<file path="config.mk">
export PLATFORM = sky130hd
export DESIGN_NAME = card_deck_sequencer_flat
export DESIGN_NICKNAME = d
export VERILOG_FILES = /design/src/rtl/card_deck_sequencer_if.sv /design/src/rtl/card_deck_sequencer.sv /design/src/flat_wrapper.sv
export SDC_FILE = /design/constraint.sdc
export NUM_CORES = 1
export LEC_CHECK = 0
export CAP_MARGIN = 20
export CELL_PAD_IN_SITES_DETAIL_PLACEMENT = 0
export CELL_PAD_IN_SITES_GLOBAL_PLACEMENT = 1
export CORE_ASPECT_RATIO = 0.8
export CORE_UTILIZATION = 34
export DETAILED_ROUTE_END_ITERATION = 8
export GPL_ROUTABILITY_DRIVEN = 0
export GPL_TIMING_DRIVEN = 0
export PLACE_DENSITY = 0.76
export SLEW_MARGIN = 20
export SYNTH_ARGS = -nofsm -noshare
export SYNTH_HDL_FRONTEND = slang
export SYNTH_SLANG_ARGS = --single-unit
</file>
<file path="constraint.sdc">
create_clock -name clk -period 3.1 [get_ports clk]
set_clock_uncertainty 0.1 [all_clocks]
set_input_delay 0.31 -clock clk [delete_from_list [all_inputs] [get_ports clk]]
set_output_delay 0.31 -clock clk [all_outputs]
set_load 0.1 [all_outputs]
</file>
<file path="src/rtl/card_deck_sequencer_if.sv">
// ----------------------------------------------------------------------------
// card_deck_sequencer_if
//   Digit stream from the card deck sequencer to the conversion datapath.
//
//   Handshake: the master raises digit_valid and holds digit, digit_col and
//   digit_card stable until a clock edge at which digit_valid && digit_ready
//   are both high; that edge is the transfer. digit_valid never depends on
//   digit_ready, and it is only withdrawn without a transfer by abort/rst.
//
//   Signals:
//     digit_valid  master -> slave  digit presented
//     digit_ready  slave  -> master consumer accepts digit
//     digit        master -> slave  column nibble (0..9, or A..E if unchecked)
//     digit_col    master -> slave  column index 0..4, 0 = card bits [19:16]
//     digit_card   master -> slave  card address the digit came from
// ----------------------------------------------------------------------------
interface card_deck_sequencer_if;
    logic       digit_valid;
    logic       digit_ready;
    logic [3:0] digit;
    logic [2:0] digit_col;
    logic [3:0] digit_card;

    modport master (
        output digit_valid,
        output digit,
        output digit_col,
        output digit_card,
        input  digit_ready
    );

    modport slave (
        input  digit_valid,
        input  digit,
        input  digit_col,
        input  digit_card,
        output digit_ready
    );
endinterface

</file>
<file path="src/rtl/card_deck_sequencer.sv">
// ----------------------------------------------------------------------------
// card_deck_sequencer
//   Walks one deck of the punch-card ROM (equation deck or power-of-10 mask
//   deck), card addresses 0..N_CARDS-1, stopping at the first blank card or
//   after the last card, and streams every punched column out as a digit.
//
//   Optional build macro: CARD_BCD_CHECK_EN
//     defined   : a nibble A..E reached in EMIT is treated as a corrupt punch;
//                 it is not presented, sel_err pulses, then the deck ends.
//     undefined : A..E nibbles are emitted like any other digit.
//
//   Ports:
//     clk, rst         clock, synchronous active-high reset
//     start            begin a deck read (only honoured in IDLE)
//     abort            cancel the current deck read (wins over start)
//     sel_mask         deck select: 1 = mask deck, 0 = equation deck
//     sel_card         deck index, ROM card_slt encoding
//     card_slt, mask   latched deck select, to ROM
//     card_addr        card address, to ROM
//     card_in          ROM card_out (combinational from the three above)
//     dig              digit stream (master side)
//     busy             state != IDLE
//     done             one-cycle pulse at deck end
//     sel_err          one-cycle pulse on illegal select / corrupt punch
//     card_count       non-blank cards read in the last/current deck
//     state_dbg        current FSM state encoding
// ----------------------------------------------------------------------------
module card_deck_sequencer #(
    parameter int          N_CARDS    = 15,
    parameter logic [19:0] BLANK_CARD = 20'hFFFFF
) (
    input  logic        clk,
    input  logic        rst,
    input  logic        start,
    input  logic        abort,
    input  logic        sel_mask,
    input  logic [1:0]  sel_card,
    output logic [1:0]  card_slt,
    output logic        mask,
    output logic [3:0]  card_addr,
    input  logic [19:0] card_in,
    card_deck_sequencer_if.master dig,
    output logic        busy,
    output logic        done,
    output logic        sel_err,
    output logic [3:0]  card_count,
    output logic [2:0]  state_dbg
);

    typedef enum logic [2:0] {
        S_IDLE  = 3'd0,
        S_FETCH = 3'd1,
        S_SCAN  = 3'd2,
        S_EMIT  = 3'd3,
        S_DONE  = 3'd4
    } state_t;

    localparam logic [3:0] LAST_ADDR = 4'(N_CARDS - 1);

    state_t      state, state_n;
    logic [19:0] card_reg;
    logic [2:0]  col;
    logic        sel_err_q;

    logic [3:0]  nibble;
    logic        nib_blank;
    logic        nib_bad;
    logic        emit_valid;
    logic        col_adv;
    logic        last_col;
    logic        last_card;
    logic        start_ok;
    logic        start_bad;

    // Equation deck with card_slt 00 selects nothing in the ROM (floating bus).
    assign start_ok  = (state == S_IDLE) && start && !abort && !(!sel_mask && sel_card == 2'b00);
    assign start_bad = (state == S_IDLE) && start && !abort &&  (!sel_mask && sel_card == 2'b00);

    always_comb begin
        nibble = 4'hF;
        case (col)
            3'd0:    nibble = card_reg[19:16];
            3'd1:    nibble = card_reg[15:12];
            3'd2:    nibble = card_reg[11:8];
            3'd3:    nibble = card_reg[7:4];
            3'd4:    nibble = card_reg[3:0];
            default: nibble = 4'hF;
        endcase
    end

    assign nib_blank = (nibble == 4'hF);

`ifdef CARD_BCD_CHECK_EN
    assign nib_bad = (state == S_EMIT) && (nibble >= 4'hA) && (nibble <= 4'hE);
`else
    assign nib_bad = 1'b0;
`endif

    // Valid is a function of state/col/card_reg only, never of digit_ready.
    assign emit_valid = (state == S_EMIT) && !nib_blank && !nib_bad;
    assign col_adv    = (state == S_EMIT) && !nib_bad && (nib_blank || dig.digit_ready);
    assign last_col   = (col == 3'd4);
    assign last_card  = (card_addr == LAST_ADDR);

    always_ff @(posedge clk) begin
        if (rst) state <= S_IDLE;
        else     state <= state_n;
    end

    always_comb begin
        state_n = state;
        case (state)
            S_IDLE:  if (start_ok) state_n = S_FETCH;
            S_FETCH: state_n = S_SCAN;
            S_SCAN:  state_n = (card_reg == BLANK_CARD) ? S_DONE : S_EMIT;
            S_EMIT: begin
                if (nib_bad)
                    state_n = S_DONE;
                else if (col_adv && last_col)
                    state_n = last_card ? S_DONE : S_FETCH;
            end
            S_DONE:  state_n = S_IDLE;
            default: state_n = S_IDLE;
        endcase
        if (abort && state != S_IDLE)
            state_n = S_IDLE;
    end

    always_ff @(posedge clk) begin
        if (rst) begin
            card_slt   <= 2'b00;
            mask       <= 1'b0;
            card_addr  <= 4'd0;
            card_count <= 4'd0;
            card_reg   <= 20'd0;
            col        <= 3'd0;
            sel_err_q  <= 1'b0;
        end else begin
            sel_err_q <= start_bad;
            if (!abort) begin
                case (state)
                    S_IDLE: begin
                        if (start_ok) begin
                            mask       <= sel_mask;
                            card_slt   <= sel_card;
                            card_addr  <= 4'd0;
                            card_count <= 4'd0;
                        end
                    end
                    S_FETCH: card_reg <= card_in;
                    S_SCAN: begin
                        col <= 3'd0;
                        if (card_reg != BLANK_CARD)
                            card_count <= card_count + 4'd1;
                    end
                    S_EMIT: begin
                        if (col_adv) begin
                            if (last_col) begin
                                col <= 3'd0;
                                // Stay on the last card instead of wrapping to 0.
                                if (!last_card)
                                    card_addr <= card_addr + 4'd1;
                            end else begin
                                col <= col + 3'd1;
                            end
                        end
                    end
                    default: ;
                endcase
            end
        end
    end

    assign dig.digit_valid = emit_valid;
    assign dig.digit       = emit_valid ? nibble    : 4'd0;
    assign dig.digit_col   = emit_valid ? col       : 3'd0;
    assign dig.digit_card  = emit_valid ? card_addr : 4'd0;

    assign busy      = (state != S_IDLE);
    assign done      = (state == S_DONE);
    assign sel_err   = sel_err_q | nib_bad;
    assign state_dbg = state;

endmodule

</file>
<file path="src/flat_wrapper.sv">
// flat-port wrapper written by rule: the top's interface ports become plain ports
module card_deck_sequencer_flat 
#(
    parameter int          N_CARDS    = 15,
    parameter logic [19:0] BLANK_CARD = 20'hFFFFF
)
  (clk, rst, start, abort, sel_mask, sel_card, card_slt, mask, card_addr, card_in, busy, done, sel_err, card_count, state_dbg, dig_digit_valid, dig_digit, dig_digit_col, dig_digit_card, dig_digit_ready);
  card_deck_sequencer_if dig_i ();
  input  logic clk;
  input  logic rst;
  input  logic start;
  input  logic abort;
  input  logic sel_mask;
  input  logic [1:0] sel_card;
  output logic [1:0] card_slt;
  output logic mask;
  output logic [3:0] card_addr;
  input  logic [19:0] card_in;
  output logic busy;
  output logic done;
  output logic sel_err;
  output logic [3:0] card_count;
  output logic [2:0] state_dbg;
  output wire logic [$bits(dig_i.digit_valid)-1:0] dig_digit_valid;
  output wire logic [$bits(dig_i.digit)-1:0] dig_digit;
  output wire logic [$bits(dig_i.digit_col)-1:0] dig_digit_col;
  output wire logic [$bits(dig_i.digit_card)-1:0] dig_digit_card;
  input wire logic [$bits(dig_i.digit_ready)-1:0] dig_digit_ready;
  assign dig_digit_valid = dig_i.digit_valid;
  assign dig_digit = dig_i.digit;
  assign dig_digit_col = dig_i.digit_col;
  assign dig_digit_card = dig_i.digit_card;
  assign dig_i.digit_ready = dig_digit_ready;
  card_deck_sequencer #(.N_CARDS(N_CARDS), .BLANK_CARD(BLANK_CARD)) u_core (.clk(clk), .rst(rst), .start(start), .abort(abort), .sel_mask(sel_mask), .sel_card(sel_card), .card_slt(card_slt), .mask(mask), .card_addr(card_addr), .card_in(card_in), .dig(dig_i), .busy(busy), .done(done), .sel_err(sel_err), .card_count(card_count), .state_dbg(state_dbg));
endmodule
</file>
* Word-level counts from Yosys, hierarchy flattened *
Cells that the tools add are included.

word-level totals
  bits in registers = 38
  input bits = 28
  output and inout bits = 29
  word-level logic and storage cells = 77

cells by class
  $add $sub $neg = 3
  equality and inequality tests = 18
  mux-type cells = 19
  bitwise operators = 1
  reductions and logical operators = 28

operators by type and width
  cell                    number
  $mux W4                 7
  $mux W3                 7
  $eq A20 B20 Y1 const B  1
  $ne A20 B20 Y1 const B  1
  $pmux W4 S5             1
  $pmux W4 S2             2
  $eq A3 B2 Y1 const B    4
  $pmux W3 S4             1
  $logic_and A1 B1 Y1     9
  $add A4 B1 Y4 const B   2
  $eq A4 B4 Y1 const B    2
  $ne A2 B1 Y1 const B    4
  $eq A3 B1 Y1 const B    2
  $eq A3 B3 Y1 const B    2
  $logic_not A3 Y1        2
  $pmux W3 S2             1
  $reduce_and A3 Y1       2
  $reduce_and A6 Y1       1
  $reduce_bool A2 Y1      3
  $logic_not A1 Y1        4
  $ne A2 B2 Y1 const B    2
  $reduce_and A2 Y1       2
  $reduce_and A4 Y1       1
  $add A3 B1 Y3 const B   1
  other kinds (5)         5

* Longest topological paths before layout *
  word-level depth = 8
  depth in mapped cells = 8
  depth with buffers taken out = 7

* Worst setup path before layout *
Ideal clock, no wire load.

  kind = reg2out
  from = reg u_core.col[2]
  to = out dig_digit[0]
  data arrival time = 3523 ps
  data required time = 2690 ps
  setup slack = -833 ps
  cell stages (with the launch flop) = 9
  path buffers = 1
  path through = dfxtp_1 clkbuf_1 inv_1 ha_1 a32oi_1 a22oi_1 a31oi_1 nand2_1 a31oi_1

on the way
  cells in the longest elaborated chain, start to end = 6
  elaborated cells on any way between the ends = 10
  those cells by class = eq/ne: 5; mux: 2; reduce/logical: 3

RTL lines
  element                               RTL line                    text
  start, declared                       card_deck_sequencer.sv:62   logic [2:0] col;
  start signal, assigned                card_deck_sequencer.sv:164  col <= col + 3'd1;
  $eq A3 B3 Y1 (tied with other cells)  card_deck_sequencer.sv:81   case (col)
  $pmux W4 S5 *                         card_deck_sequencer.sv:81
  $eq A4 B4 Y1                          card_deck_sequencer.sv:91   assign nib_blank = (nibble == 4'hF);
  $logic_not A1 Y1                      card_deck_sequencer.sv:100  assign emit_valid = (state == S_EMIT) && !nib_blank && !nib_bad;
  $logic_and A1 B1 Y1                   card_deck_sequencer.sv:100
  $mux W4 *                             card_deck_sequencer.sv:175  assign dig.digit = emit_valid ? nibble : 4'd0;
  end, declared                         flat_wrapper.sv:25          output wire logic [$bits(dig_i.digit)-1:0] dig_digit;

Mark *: on every way between the ends. The rest lies on a longest branch, timed or not.

* Worst setup path after layout *
  from = reg u_core.col[1]
  to = out dig_digit[2]

The elaborated chain is that of the path after synthesis.

==> impl_metrics.toml <==
[logic_synthesis]
synth_top_family_by_area = "simple AND/OR/NAND/NOR gates"
synth_nets = 286
synth_edf_count = 0
synth.distinct_cells = 46
yosysTopAreaCell = "dfxtp_1"
synth_compound_area_share_pct = 21.5
syn_inst = 250
synth_xor_area_share_pct = 0
synthMuxAreaShare_pct = 2.59
synth_area_mm2 = 0.00198
synth_ff_type = "dfxtp_1"
synthAdderAreaFrac_pct = 5.06
syn_avg_cell_area_um2 = 7.92
ys_seq_elements = 38
async_reset_ff_share_pct = 0
synthDominantCellAreaShare_pct = 38.4
yosysSeqAreaShare_pct = 38.4
synth_warnings = 0
yosys.area_share.simple_pct = 27.9
synth_area_leaders = "dfxtp_1 (38%), nand2_1 (10%), a21oi_1 (6.6%), ha_1 (5.1%), nor2_1 (3.0%)"

[clock_network]
path_clk_slew_ns = 0.07
clock_latency_ns = 0.29
cts_tree = "built"
ctsHoldBuffers = 0
cts_buffers = 5
cts.sinks = 38
clockBufferDepth = 2
htree_num_levels = 2
root_buffer = "clkbuf_8"

[global_routing]
grt_start_max_net_pins = 12
gr-total-overflow = 0
grt_pass1_vias = 1830
grt_usage_pct = 19.0
grt_antenna_before_repair = 0
grt_pass1_wl_um = 9090

[worst_hold_path]
hold_class = "reg -> reg"

[finish]
drive_above_1_share_pct = 19.9
largest_register_ffs = 20
instances_no_fill = 400
multiInputGateArea_mm2 = 0.00132
nets = 358
diodes = 0
regArea_um2 = 766
fill_cells = 557
area_delta_synth_final_pct = 51.7

[sta]
timing_hold_violations_final = 0
slew_headroom_pct = 34.0
finalCritPeriodShare_pct = 96.4
setup_viol = 0
worstMarginPinSlew_ns = 0.986
maxSlewViolCount = 0
period_minus_slack_ns = 2.99
hold_ws_ns = 0.374
fmax_mhz = 335

[setup_path]
setup.worst_path.class = "reg -> out"
worstSetupStartpointType = "register"
critical_path.max_fanout = 10
cp-end-kind = "primary output"
critPathRequiredTime_ns = 2.69
crit_arrival_ns = 2.58
reg2reg_slack_ns = 0.18

[drt]
vias = 2054
post-route-drc-count = 0
wire_per_inst_um = 14.0
first_iter_violations = 119
ant_nets = 0
wl_um = 5620
dr.pass1.iters = 5
avgViaCountPerCell = 5.14

[placed_design]
io_buffers = 55
dp_cells = 383
hpwl_um = 4210

[power]
powerDensity_mw_per_mm2 = 325
power_leakage_uw = 0.00103
vdd_drop_max_v = 0.000230

[status]
outcome = "finished clean"

[floorplanning]
io_pins = 57
die_w_um = 87.3
dieArea_mm2 = 0.00613
coreArea_mm2 = 0.00553
fp-row-count = 24
die_h_um = 70.2
start_util_pct = 35.8

[flow_run]
cap_violations = 0
-- worst paths after layout --
path | from | cells past startpoint | endpoint
worst max-delay path | u_core.col[1] | 9 | dig_digit[2]
worst min-delay path | u_core.card_count[3] | 2 | u_core.card_count[3]
worst max register to register | u_core.col[2] | 10 | u_core.col[0]
worst min register to register | u_core.card_count[3] | 2 | u_core.card_count[3]
-- worst max-delay path: stages, from the launching register on --
cell      delay, ns
dfxtp_2        0.36
inv_1          0.11
ha_4           0.20
buf_4          0.18
a222oi_1       0.40
a22oi_2        0.18
a31oi_4        0.32
nand2_4        0.14
a31oi_4        0.21
buf_12         0.19
-- metrics by stage --
step                      instance area, um2  worst slack (ns)  power [uW]  TNS (ns)  utilization (%)
after floorplan                         2040            -0.606         598     -3.64                -
after global placement                  2690             -1.15         658    -12.65             48.7
after detailed placement                2690             -1.18         658    -13.08             48.7
after CTS                               2890           0.00486         981         0             52.2
after global routing                    3000          -0.00837        1010   -0.0129             54.3
final                                   3000             0.113         976         0             54.3
-- layout by cell type (no fill, tap or decap), types with 3 or more instances in the layout --
master           count
buf_6                5
nand3_1              6
nand2b_1             4
or2_2                5
a31oi_4              5
nand2_1             52
and3_1               6
mux2i_1              4
clkdlybuf4s50_1     43
a222oi_1             4
clkbuf_1             9
dfxtp_1             36
clkbuf_8             5
nor2_2               3
nor3_1               3
ha_1                 6
nand4_1              7
nor4_1               3
nor2_1              13
a21oi_1             26
buf_12               3
inv_1                8
buf_4               13
-- cell usage after synthesis, drive strengths merged (2+ instances only) --
master and instances:
nand2 53, dfxtp 38, a21oi 26, nor2 16, clkbuf 10, inv 9, ha 8, nand4 7
a32oi 6, and3 6, nand3 6, a31oi 5, or2 5, a222oi 4, mux2i 4, nand2b 4
buf 3, nor3 3, nor4 3, o21ai 3, a2111oi 2, a211oi 2, a221oi 2, a22o 2
a22oi 2, or3 2, or4 2
-- timing repair --
action	CTS	global route
cloned	1	0
gates resized for setup	93	19
hold endpoints to repair	0	0
setup endpoints to repair	12	12
buffers inserted	4	5
pin swaps	4	6
-- layout make-up --
cell class              instances  area share, %
multi-input cells             191           43.8
repair buffers                 64           21.7
clock buffers                   5           2.29
flip-flops and latches         38           25.5
clock inverters                 2          0.333
well taps                      78           3.25
plain buffers                  13           1.96
inverters                       9           1.13
-- power by group --
part | switching, uW | internal [uW]
logic | 85.2 | 57.1
registers | 9.13 | 497
clock network | 177 | 151
total | 271 | 705
-- layer usage --
layer	global-route usage, %	wire (um)
met5	0	0
met4	4.92	41
met3	3.31	246
met2	26.0	2330
met1	30.1	3000
-- cell families after synthesis --
group / count (synthesis)
AOI/OAI and AO/OA: 63
adders and majority gates: 8
buffers and inverters: 22
DFF: 38
muxes: 5
and+or+nand+nor: 114
Power figures use the tool's default switching activity.
